`src/rtl/collision_event_encoder.sv`:
```
// Captures a sprite-hit vector and replays its set bits as index events over
// a valid/ready handshake, lowest sprite index first.
module collision_event_encoder #(
    parameter int NUM_SPR = 31,
    parameter int VEC_W   = 32,
    parameter int IDX_W   = 5,
    parameter int CNT_W   = 6
) (
    input  logic             clk,
    input  logic             reset,
    input  logic             load,
    input  logic [VEC_W-1:0] hit_vec,
    output logic             busy,
    output logic             evt_valid,
    input  logic             evt_ready,
    output logic [IDX_W-1:0] evt_idx,
    output logic [CNT_W-1:0] hit_count,
    output logic             scan_done,
    output logic             load_dropped
);

    typedef enum logic {
        IDLE = 1'b0,
        EMIT = 1'b1
    } state_t;

    state_t               state_reg;
    logic [NUM_SPR-1:0]   pending_reg;
    logic                 busy_reg;
    logic                 evt_valid_reg;
    logic [IDX_W-1:0]     evt_idx_reg;
    logic [CNT_W-1:0]     hit_count_reg;
    logic                 scan_done_reg;
    logic                 load_dropped_reg;

    logic [NUM_SPR-1:0]   masked_vec;
    logic [NUM_SPR-1:0]   clear_mask;
    logic [NUM_SPR-1:0]   remainder;
    logic [CNT_W-1:0]     masked_pop;
    logic [IDX_W-1:0]     masked_lsb;
    logic [IDX_W-1:0]     remainder_lsb;
    logic                 handshake;
    logic                 unused_hi_bits;

    // Bits above the sprite range carry no sprite and are never stored.
    assign masked_vec     = hit_vec[NUM_SPR-1:0];
    assign unused_hi_bits = ^hit_vec[VEC_W-1:NUM_SPR];

    function automatic logic [IDX_W-1:0] lowest_set(input logic [NUM_SPR-1:0] v);
        logic [IDX_W-1:0] idx;
        idx = '0;
        for (int i = NUM_SPR - 1; i >= 0; i--) begin
            if (v[i]) idx = IDX_W'(i);
        end
        return idx;
    endfunction

    genvar gi;
    generate
        for (gi = 0; gi < NUM_SPR; gi++) begin : g_clear
            assign clear_mask[gi] = (evt_idx_reg == IDX_W'(gi));
        end
    endgenerate

    assign remainder     = pending_reg & ~clear_mask;
    assign masked_lsb    = lowest_set(masked_vec);
    assign remainder_lsb = lowest_set(remainder);
    assign handshake     = evt_valid_reg & evt_ready;

    always_comb begin
        masked_pop = '0;
        for (int i = 0; i < NUM_SPR; i++) begin
            masked_pop = masked_pop + CNT_W'(masked_vec[i]);
        end
    end

    always_ff @(posedge clk) begin
        if (reset) begin
            state_reg        <= IDLE;
            pending_reg      <= '0;
            busy_reg         <= 1'b0;
            evt_valid_reg    <= 1'b0;
            evt_idx_reg      <= '0;
            hit_count_reg    <= '0;
            scan_done_reg    <= 1'b0;
            load_dropped_reg <= 1'b0;
        end else begin
            scan_done_reg    <= 1'b0;
            load_dropped_reg <= 1'b0;
            case (state_reg)
                IDLE: begin
                    if (load) begin
                        hit_count_reg <= masked_pop;
                        if (masked_vec != '0) begin
                            pending_reg   <= masked_vec;
                            evt_idx_reg   <= masked_lsb;
                            evt_valid_reg <= 1'b1;
                            busy_reg      <= 1'b1;
                            state_reg     <= EMIT;
                        end else begin
                            scan_done_reg <= 1'b1;
                        end
                    end
                end
                EMIT: begin
                    // A load during emission is dropped, even on the final accept.
                    if (load) load_dropped_reg <= 1'b1;
                    if (handshake) begin
                        pending_reg <= remainder;
                        if (remainder != '0) begin
                            evt_idx_reg <= remainder_lsb;
                        end else begin
                            evt_valid_reg <= 1'b0;
                            busy_reg      <= 1'b0;
                            scan_done_reg <= 1'b1;
                            state_reg     <= IDLE;
                        end
                    end
                end
                default: state_reg <= IDLE;
            endcase
        end
    end

    assign busy         = busy_reg;
    assign evt_valid    = evt_valid_reg;
    assign evt_idx      = evt_idx_reg;
    assign hit_count    = hit_count_reg;
    assign scan_done    = scan_done_reg;
    assign load_dropped = load_dropped_reg;

endmodule
```
`config.mk`:
```
export PLATFORM = sky130hd
export DESIGN_NAME = collision_event_encoder
export DESIGN_NICKNAME = d
export VERILOG_FILES = /design/src/rtl/collision_event_encoder.sv
export SDC_FILE = /design/constraint.sdc
export NUM_CORES = 1
export LEC_CHECK = 0
export BUFFER_PORTS_ARGS = -buffer_cell sky130_fd_sc_hd__buf_2
export CAP_MARGIN = 20
export CORE_MARGIN = 4
export CORE_UTILIZATION = 60
export DETAILED_ROUTE_END_ITERATION = 16
export PLACE_DENSITY = 0.78
export SLEW_MARGIN = 20
export SYNTH_ARGS = -nofsm -noshare
export SYNTH_HDL_FRONTEND = slang
export SYNTH_SLANG_ARGS = --single-unit
```
`constraint.sdc`:
```
create_clock -name clk -period 6.6 [get_ports clk]
set_input_delay 0 -clock clk [delete_from_list [all_inputs] [get_ports clk]]
set_output_delay 0 -clock clk [all_outputs]
set_load 0.05 [all_outputs]
```
==> impl_metrics.env, run 1 <==
export IMPL_die_area_um2=8360
export IMPL_setup_tns_ns=0
export IMPL_gp_congestion=1.04
export IMPL_total_power_mw=1.38
export IMPL_cts_resized_gates=0
export IMPL_syn_avg_cell_area_um2=7.69
export IMPL_ant_nets=0
export IMPL_clkTransAtPathRegs_ns=0.09
export IMPL_vias_per_cell=6.46
export IMPL_worstPathCellList="buf_2 -> inv_1 -> fa_1 -> fa_1 -> inv_1 -> fa_1 -> inv_1 -> fa_1 -> fa_1 -> fa_1 -> inv_1 -> fa_1 -> fa_1 -> a21o_1 -> a21oi_1 -> xnor2_1 -> nand2_1 -> a21oi_1"
export IMPL_antenna_found_initial=0
export IMPL_postCtsHoldBufs=3
export IMPL_slowest_stage="fa_1"
export IMPL_p_per_area_nw_per_um2=301
export IMPL_critPathKind="in2reg"
export IMPL_rsz0062_at_grt="no"
export IMPL_final_hold_viol_count=0
export IMPL_whs_ns=0.00226
export IMPL_htreeDepth=2
export IMPL_worst_slew_pin_slew_ns=1.01
export IMPL_worstHoldPathType="in2reg"
export IMPL_setup_ws_ns=1.90
export IMPL_grt_pass1_vias=4228
export IMPL_synth_xor_area_share_pct=0.629
export IMPL_largest_reg_flops=31
export IMPL_pre_cts_ws_ns=1.56
export IMPL_post_place_cells=659
export IMPL_grtUsageTotal_pct=30.4
export IMPL_io_pins=51
export IMPL_clock_path_buffers=2
export IMPL_wl_um=12600
export IMPL_post_cts_buffers=0
export IMPL_final_cells=670
export IMPL_nets=640
export IMPL_drive_gt1_share_pct=13.6
export IMPL_yosysSeqAreaShare_pct=22.0
export IMPL_synthSimpleGateAreaFrac_pct=23.8
export IMPL_postPlaceCellArea_um2=4440
export IMPL_wire_per_inst_um=18.8
export IMPL_critPathRequiredTime_ns=6.84
export IMPL_start_util_pct=61.5
export IMPL_ys_types=63
export IMPL_fmax_mhz=213
export IMPL_synth_compound_area_share_pct=27.8
export IMPL_relSlewSlack_pct=33.0
export IMPL_grt_pass1_wl_um=20700
export IMPL_dieWidth_um=91.4
export IMPL_area_growth_pct=9.68
export IMPL_cp_end_kind="flop"
export IMPL_synth_seq_cells=46
export IMPL_vias=4330
export IMPL_first_pass_iters=5
export IMPL_synth_top_family_by_area="compound AO/OA/AOI/OAI gates"
export IMPL_antenna_diode_count=0
export IMPL_arrival_ns=4.94
export IMPL_synthArstFlopShare_pct=0
export IMPL_final_common_cell="nor2_1"
export IMPL_fin_worst_skew_ns=0.00557
export IMPL_portBuffers=49
export IMPL_cpPeakStageDelay_ns=0.52
export IMPL_synth_ff_type="dfxtp_1"
export IMPL_grt_max_degree=41
export IMPL_clock_sinks=46
export IMPL_tritoncts="yes"
export IMPL_min_period_over_period_pct=71.2
export IMPL_route_detailed_drc=0
export IMPL_grt_overflow_total=0
export IMPL_synth_fp_nets=610
export IMPL_synth_warnings=0
export IMPL_synth_cell_area_um2=4180
export IMPL_rows=30
export IMPL_core_area_um2=6790
export IMPL_setup_viol=0
export IMPL_stdcell_area_um2=4580
export IMPL_clockRootBuffer="clkbuf_8"
export IMPL_dpl_hpwl_um=9290
export IMPL_die_h_um=91.4
export IMPL_synthCells=543
export IMPL_cap_violations=0
export IMPL_cts_buffers=5
export IMPL_n_fill_cell=570
export IMPL_synth_mux_area_fraction_pct=4.94
export IMPL_p_leak_nw=1.85
export IMPL_synth_edf_count=0
export IMPL_synthAdderAreaFrac_pct=13.4
export IMPL_path_max_fanout=4
export IMPL_final_util_pct=67.4
export IMPL_drtIter0Drc=396
export IMPL_fin_crit_ns=4.70
export IMPL_status="complete, no violations"
export IMPL_startpoint_type="input pin"
export IMPL_layout_common_cells="nor2_1, buf_2, nand2_1"
export IMPL_cp_common_cell="fa_1"
export IMPL_clk_latency_ns=0.31
export IMPL_slew_viol_final=0
export IMPL_ir_worst_vdd_v=0.000558
-- synth_stat cells, types with 4 or more instances --
master	n	area, um^2
a22oi_1	14	105
or2_2	4	25.0
nor2_1	51	191
nand3b_1	5	37.5
nand2_1	47	176
a21o_1	6	45.0
o31ai_1	7	52.6
mux2i_1	15	150
clkbuf_1	25	93.8
nor4_1	8	50.1
or3_1	11	68.8
a211oi_1	11	82.6
o21ai_0	35	175
nor2b_1	7	43.8
nand2b_1	12	75.1
a21oi_1	33	165
mux2_2	5	56.3
o21a_1	7	52.6
nor3_1	17	85.1
inv_1	46	173
fa_1	23	460
ha_1	8	100
buf_2	5	25.0
or4_1	8	60.1
o211ai_1	5	37.5
o32a_1	5	50.1
dfxtp_1	46	921
nand3_1	8	40.0
o31a_1	8	70.1
a31oi_1	12	75.1
-- worst max-delay path, delay by kind of cell --
family                   cells  cell delay (ns)
AO/OA/AOI/OAI                3             0.53
adder cells (fa/ha/maj)      8             3.82
XOR/XNOR                     1             0.14
buffers and inverters        5             0.39
AND/OR/NAND/NOR              1             0.07
-- worst paths after layout --
| check | startpoint | to | slack (ns) | cells after the start |
|---|---|---|---|---|
| worst min-delay path | hit_vec[20] | pending_reg[20] | 0.002 | 3 |
| worst max-delay path | hit_vec[25] | hit_count[4] | 1.90 | 18 |
| worst max register to register | evt_idx[0] | evt_valid | 2.95 | 8 |
| worst min register to register | hit_count[3] | hit_count[3] | 0.47 | 2 |
-- area by class of cell --
type | instances | area, um^2 | area share, %
Inverter | 46 | 173 | 3.77
Clock inverter | 3 | 43.8 | 0.956
Timing Repair Buffer | 56 | 305 | 6.66
Multi-Input combinational cell | 418 | 2950 | 64.4
Sequential cell | 46 | 921 | 20.1
Clock buffer | 5 | 68.8 | 1.50
Tap cell | 96 | 120 | 2.62
-- power breakdown --
part / switching [mW] / leakage [nW] / internal [mW] / total (mW)
Combinational: 0.458 / 1.41 / 0.356 / 0.813
Sequential: 0.0402 / 0.379 / 0.307 / 0.347
Clock: 0.107 / 0.0585 / 0.114 / 0.220
-- per-layer routing --
metal	wire (um)	vias to the layer above	track usage, %
met3	971	46	4.89
met2	5740	230	49.1
met4	501	0	11.4
met5	0	-	0
li1	-	2029	-
met1	5360	2025	40.7
-- cells by family (layout without fill, tap and decap cells) --
kind of cell	Yosys count	count (layout)
compound gates	170	170
xor+xnor	3	3
fa+ha+maj	31	31
buf+inv	79	110
flops	46	46
mux	20	20
simple gates	194	194
Note: power is estimated with default switching activity, not from simulation.
==> run 2, diff against run 1 <==
Settings changed: CORE_UTILIZATION 60 to 54, PLACE_DENSITY 0.78 to 0.74.
Clock period 6.6 ns to 4.3 ns, I/O delays scaled along.
==> run 2 against run 1 <==
  * The flow now finishes with violations (negative setup slack)
  * Worst hold slack improved by 0.0055 ns
  * Clock skew is 0.0011 ns higher
  * Clock-buffer cell count up 1
  * Utilization shrank 2.4 points
  * Register-to-register slack worse by 2.3 ns
  * Global-route usage increased by 1.4 points
  * Worst setup slack lost 2.0 ns
  * Power is 63% higher
  * Combinational power grew 71%
  * Non-clock buffer count is 25 higher
  * Final cell count grew 4.2%
  * Highest routed layer unchanged
==> impl_metrics.env, run 2 (synthesized netlist as in run 1, its figures left out) <==
export IMPL_status="complete, but fails checks"
export IMPL_violations="negative setup slack"
export IMPL_ir_worst_vdd_v=0.000765
export IMPL_first_pass_iters=5
export IMPL_min_period_over_period_pct=101
export IMPL_clockRootBuffer="clkbuf_8"
export IMPL_p_per_area_nw_per_um2=470
export IMPL_clock_sinks=46
export IMPL_path_max_fanout=2
export IMPL_holdCritStartpoint="hit_vec[16]"
export IMPL_clk_latency_ns=0.31
export IMPL_grt_max_degree=41
export IMPL_setup_viol=1
export IMPL_cts_buffers=5
export IMPL_clock_path_buffers=2
export IMPL_postPlaceCellArea_um2=4650
export IMPL_gp_congestion=0.944
export IMPL_wire_per_inst_um=19.9
export IMPL_final_hold_viol_count=0
export IMPL_setup_ws_ns=-0.0623
export IMPL_start_util_pct=56.7
export IMPL_p_leak_nw=1.96
export IMPL_vias=4493
export IMPL_whs_path_depth=3
export IMPL_route_detailed_drc=0
export IMPL_layout_common_cells="nor2_1, buf_2, nand2_1"
export IMPL_stdcell_area_um2=4790
export IMPL_dieWidth_um=95.9
export IMPL_cap_violations=0
export IMPL_n_fill_cell=666
export IMPL_slowest_stage="fa_1"
export IMPL_setup_tns_ns=-0.0623
export IMPL_die_area_um2=9210
export IMPL_grtUsageTotal_pct=31.8
export IMPL_grt_pass1_wl_um=22600
export IMPL_total_power_mw=2.25
export IMPL_wl_um=13900
export IMPL_nets=665
export IMPL_post_place_cells=688
export IMPL_portBuffers=49
export IMPL_io_pins=51
export IMPL_r2r_start="evt_idx[1]"
export IMPL_slew_viol_final=0
export IMPL_ff2ff_path_depth=7
export IMPL_final_util_pct=65.0
export IMPL_critPathRequiredTime_ns=4.54
export IMPL_antenna_diode_count=0
export IMPL_drtIter0Drc=333
export IMPL_cp_end_kind="flop"
export IMPL_worstPathCellList="buf_2 -> inv_1 -> fa_1 -> fa_1 -> fa_1 -> fa_1 -> fa_1 -> fa_1 -> inv_1 -> fa_2 -> fa_2 -> a21o_1 -> a21oi_2 -> xnor2_1 -> nand2_1 -> a21oi_2"
export IMPL_vias_per_cell=6.44
export IMPL_critPathKind="in2reg"
export IMPL_arrival_ns=4.60
export IMPL_clkTransAtPathRegs_ns=0.09
export IMPL_r2r_slack_ns=0.65
export IMPL_r2r_end="evt_valid"
export IMPL_htreeDepth=2
export IMPL_holdPathEnd="pending_reg[16]"
export IMPL_fin_worst_skew_ns=0.00666
export IMPL_core_area_um2=7370
export IMPL_worst_slew_pin_slew_ns=0.999
export IMPL_rows=31
export IMPL_relSlewSlack_pct=33.4
export IMPL_final_common_cell="nor2_1"
export IMPL_fin_crit_ns=4.36
export IMPL_grt_pass1_vias=4437
export IMPL_pre_cts_ws_ns=-0.448
export IMPL_die_h_um=95.9
export IMPL_grt_overflow_total=0
export IMPL_antenna_found_initial=0
export IMPL_whs_ns=0.00779
export IMPL_drive_gt1_share_pct=18.4
export IMPL_startpoint_type="input pin"
export IMPL_final_cells=698
export IMPL_tritoncts="yes"
export IMPL_largest_reg_flops=31
export IMPL_cp_common_cell="fa_1"
export IMPL_rsz0062_at_grt="yes"
export IMPL_area_growth_pct=14.7
export IMPL_dpl_hpwl_um=10600
export IMPL_worstHoldPathType="in2reg"
export IMPL_post_cts_buffers=0
export IMPL_cpPeakStageDelay_ns=0.58
export IMPL_fmax_mhz=229
export IMPL_ant_nets=0
[run 2: critical path: cells and delay by family]
kind | cells | cell delay [ns]
adder cells (fa/ha/maj) | 8 | 3.71
XOR/XNOR | 1 | 0.13
AND/OR/NAND/NOR | 1 | 0.08
buffers and inverters | 3 | 0.22
AO/OA/AOI/OAI | 3 | 0.45
[run 2: worst max-delay path by stage]
stage,from,to,slack (ns),cells after the start
final,hit_vec[5],hit_count[4],-0.06,16
after global routing,hit_vec[5],hit_count[4],-0.19,16
after CTS,hit_vec[27],hit_count[4],-0.09,18
after detailed placement,hit_vec[5],hit_count[4],-0.45,16
after global placement,hit_vec[17],hit_count[4],-0.35,18
after floorplan,hit_vec[27],hit_count[4],-0.11,17
[run 2: power by group]
group / leakage (nW) / internal (mW) / switching [mW]
clock network: 0.0514 / 0.174 / 0.159
registers: 0.379 / 0.471 / 0.0589
logic: 1.53 / 0.622 / 0.769
[run 2: area by class of cell]
class	instances	area, um^2	area share, %
Timing Repair Buffer	81	497	10.4
Clock inverter	2	37.5	0.784
Multi-Input combinational cell	418	2970	61.9
Tap cell	99	124	2.59
Inverter	46	173	3.61
Clock buffer	6	72.6	1.52
Sequential cell	46	921	19.2
[run 2: metal layers]
| metal | part of all wire [%] | wire length, um | GRT usage (%) | vias to the layer above |
|---|---|---|---|---|
| met5 | 0 | 0 | 0 | - |
| met2 | 48 | 6720 | 54.1 | 250 |
| met3 | 8.7 | 1210 | 6.18 | 43 |
| met1 | 39 | 5470 | 39.4 | 2114 |
| li1 | - | - | - | 2086 |
| met4 | 3.5 | 491 | 12.8 | 0 |
[run 2: timing repair]
action                                  CTS  global route
hold endpoints to repair                  2             0
gates resized for setup                   1             4
endpoints found under the setup margin    1             3
gates cloned                              0             0
hold buffers                              2             0
pin swaps                                 2             2
==> run 3, diff against run 2 <==
==> constraint.sdc (replaced) <==
create_clock -name clk -period 4.3 [get_ports clk]
set_input_delay 0.215 -clock clk [delete_from_list [all_inputs] [get_ports clk]]
set_output_delay 0.215 -clock clk [all_outputs]
set_load 0.05 [all_outputs]
==> run 3 against run 2 <==
  * Critical path depth increased by 2
  * First-iteration DRC count increased by 4.8%
  * Clock power increased by 3%
  * Worst setup slack got worse by 0.23 ns
  * Sequential power about the same
  * Clock-buffer cell count unchanged
  * The flow still finishes with violations (negative setup slack)
  * Non-clock buffer count increased by 5
==> impl_metrics.env, run 3 (synthesized netlist as in run 1, its figures left out) <==
export IMPL_ant_nets=0
export IMPL_postPlaceCellArea_um2=4680
export IMPL_setup_ws_ns=-0.292
export IMPL_n_fill_cell=652
export IMPL_antenna_diode_count=0
export IMPL_relSlewSlack_pct=36.2
export IMPL_crit_end="hit_count[4]"
export IMPL_min_period_over_period_pct=107
export IMPL_grt_max_degree=41
export IMPL_first_pass_iters=5
export IMPL_layout_common_cells="nor2_1, buf_2, nand2_1"
export IMPL_io_pins=51
export IMPL_violations="negative setup slack"
export IMPL_grt_pass1_vias=4384
export IMPL_final_common_cell="nor2_1"
export IMPL_ir_worst_vdd_v=0.000948
export IMPL_vias=4525
export IMPL_setup_tns_ns=-0.840
export IMPL_stdcell_area_um2=4850
export IMPL_clk_latency_ns=0.30
export IMPL_final_util_pct=65.8
export IMPL_grt_pass1_wl_um=22200
export IMPL_gp_congestion=0.909
export IMPL_slew_viol_final=0
export IMPL_drtIter0Drc=349
export IMPL_worst_slew_pin_slew_ns=0.956
export IMPL_register_area_um2=921
export IMPL_multi_input_area_um2=2980
export IMPL_dieWidth_um=95.9
export IMPL_ff2ff_path_depth=7
export IMPL_grt_overflow_total=0
export IMPL_fin_worst_skew_ns=0.00523
export IMPL_cap_violations=0
export IMPL_setup_viol=5
export IMPL_portBuffers=49
export IMPL_dpl_hpwl_um=10500
export IMPL_p_per_area_nw_per_um2=504
export IMPL_path_max_fanout=2
export IMPL_wl_um=13800
export IMPL_cts_buffers=5
export IMPL_worstHoldPathType="in2reg"
export IMPL_pre_cts_ws_ns=-0.682
export IMPL_clock_path_buffers=2
export IMPL_die_area_um2=9210
export IMPL_nets=670
export IMPL_tritoncts="yes"
export IMPL_wire_per_inst_um=19.6
export IMPL_rsz0062_at_grt="yes"
export IMPL_critPathRequiredTime_ns=4.54
export IMPL_grtUsageTotal_pct=31.5
export IMPL_final_hold_viol_count=0
export IMPL_arrival_ns=4.83
export IMPL_drive_gt1_share_pct=20.2
export IMPL_cp_end_kind="flop"
export IMPL_r2r_slack_ns=0.79
export IMPL_rows=31
export IMPL_r2r_end="evt_valid"
export IMPL_route_detailed_drc=0
export IMPL_startpoint_type="input pin"
export IMPL_core_area_um2=7370
export IMPL_antenna_found_initial=0
export IMPL_postCtsHoldBufs=0
export IMPL_htreeDepth=2
export IMPL_cp_startpoint="hit_vec[17]"
export IMPL_status="complete, but fails checks"
export IMPL_start_util_pct=56.7
export IMPL_r2r_start="evt_idx[3]"
export IMPL_total_power_mw=2.45
export IMPL_clkTransAtPathRegs_ns=0.09
export IMPL_fmax_mhz=218
export IMPL_p_leak_nw=2.00
export IMPL_vias_per_cell=6.45
export IMPL_largest_reg_flops=31
export IMPL_fin_crit_ns=4.59
export IMPL_clock_sinks=46
export IMPL_die_h_um=95.9
export IMPL_area_growth_pct=16.1
export IMPL_clockRootBuffer="clkbuf_8"
export IMPL_critPathKind="in2reg"
==> run 3: cell count changes in the layout (fill, tap and decap cells not counted), sizes merged <==
cell	delta
dlygate4sd3	-2
clkinvlp	-1
buf	+7
==> run 3: metal layers <==
layer  GRT usage, %  wire length, um  vias to the layer above
met2           52.8             6690                      252
li1               -                -                     2093
met3           6.10             1210                       54
met4           11.5              539                        0
met5              0                0                        -
met1           40.0             5330                     2126
==> run 3: final cells by class <==
type | instances | area share, %
Multi-Input combinational cell | 418 | 61.5
Clock buffer | 6 | 1.70
Tap cell | 99 | 2.55
Clock inverter | 1 | 0.619
Inverter | 46 | 3.56
Sequential cell | 46 | 19.0
Timing Repair Buffer | 86 | 11.1
==> run 3: worst max-delay path, cell delays in order <==
cell and delay, ns:
buf_8 0.10, fa_1 0.56, inv_2 0.05, fa_1 0.50, inv_2 0.04, fa_1 0.47, inv_1 0.05, fa_1 0.50
fa_1 0.44, fa_1 0.49, inv_1 0.05, fa_2 0.35, fa_2 0.35, a21o_1 0.17, a21oi_2 0.15, xnor2_1 0.12
nand2_1 0.08, a21oi_2 0.13
==> run 3: metrics by stage <==
step	std cells	hold slack, ns
after floorplan	543	0.355
after global placement	692	0.439
after detailed placement	692	0.445
after CTS	700	0.187
after global routing	702	0.209
final	702	0.193
==> run 3: worst min-delay path by stage <==
stage	slack, ns	start	endpoint	cells past startpoint
floorplan	0.35	hit_vec[28]	pending_reg[28]	2
global placement	0.44	hit_count[3]	hit_count[3]	2
detailed placement	0.44	hit_count[4]	hit_count[4]	2
CTS	0.19	load	load_dropped	2
global route	0.21	load	load_dropped	2
finish	0.19	load	load_dropped	2
==> run 3: power breakdown <==
part	leakage, nW	switching (mW)	total [mW]	internal [mW]
Combinational	1.56	0.824	1.57	0.748
Clock	0.0573	0.156	0.343	0.186
Sequential	0.379	0.0600	0.531	0.471
==> run 3: timing repair <==
item	4_1_cts	5_1_grt
pin swaps	6	5
gates resized for setup	7	4
endpoints found under the hold margin	0	0
setup endpoints to repair	5	5
buffers inserted	1	2
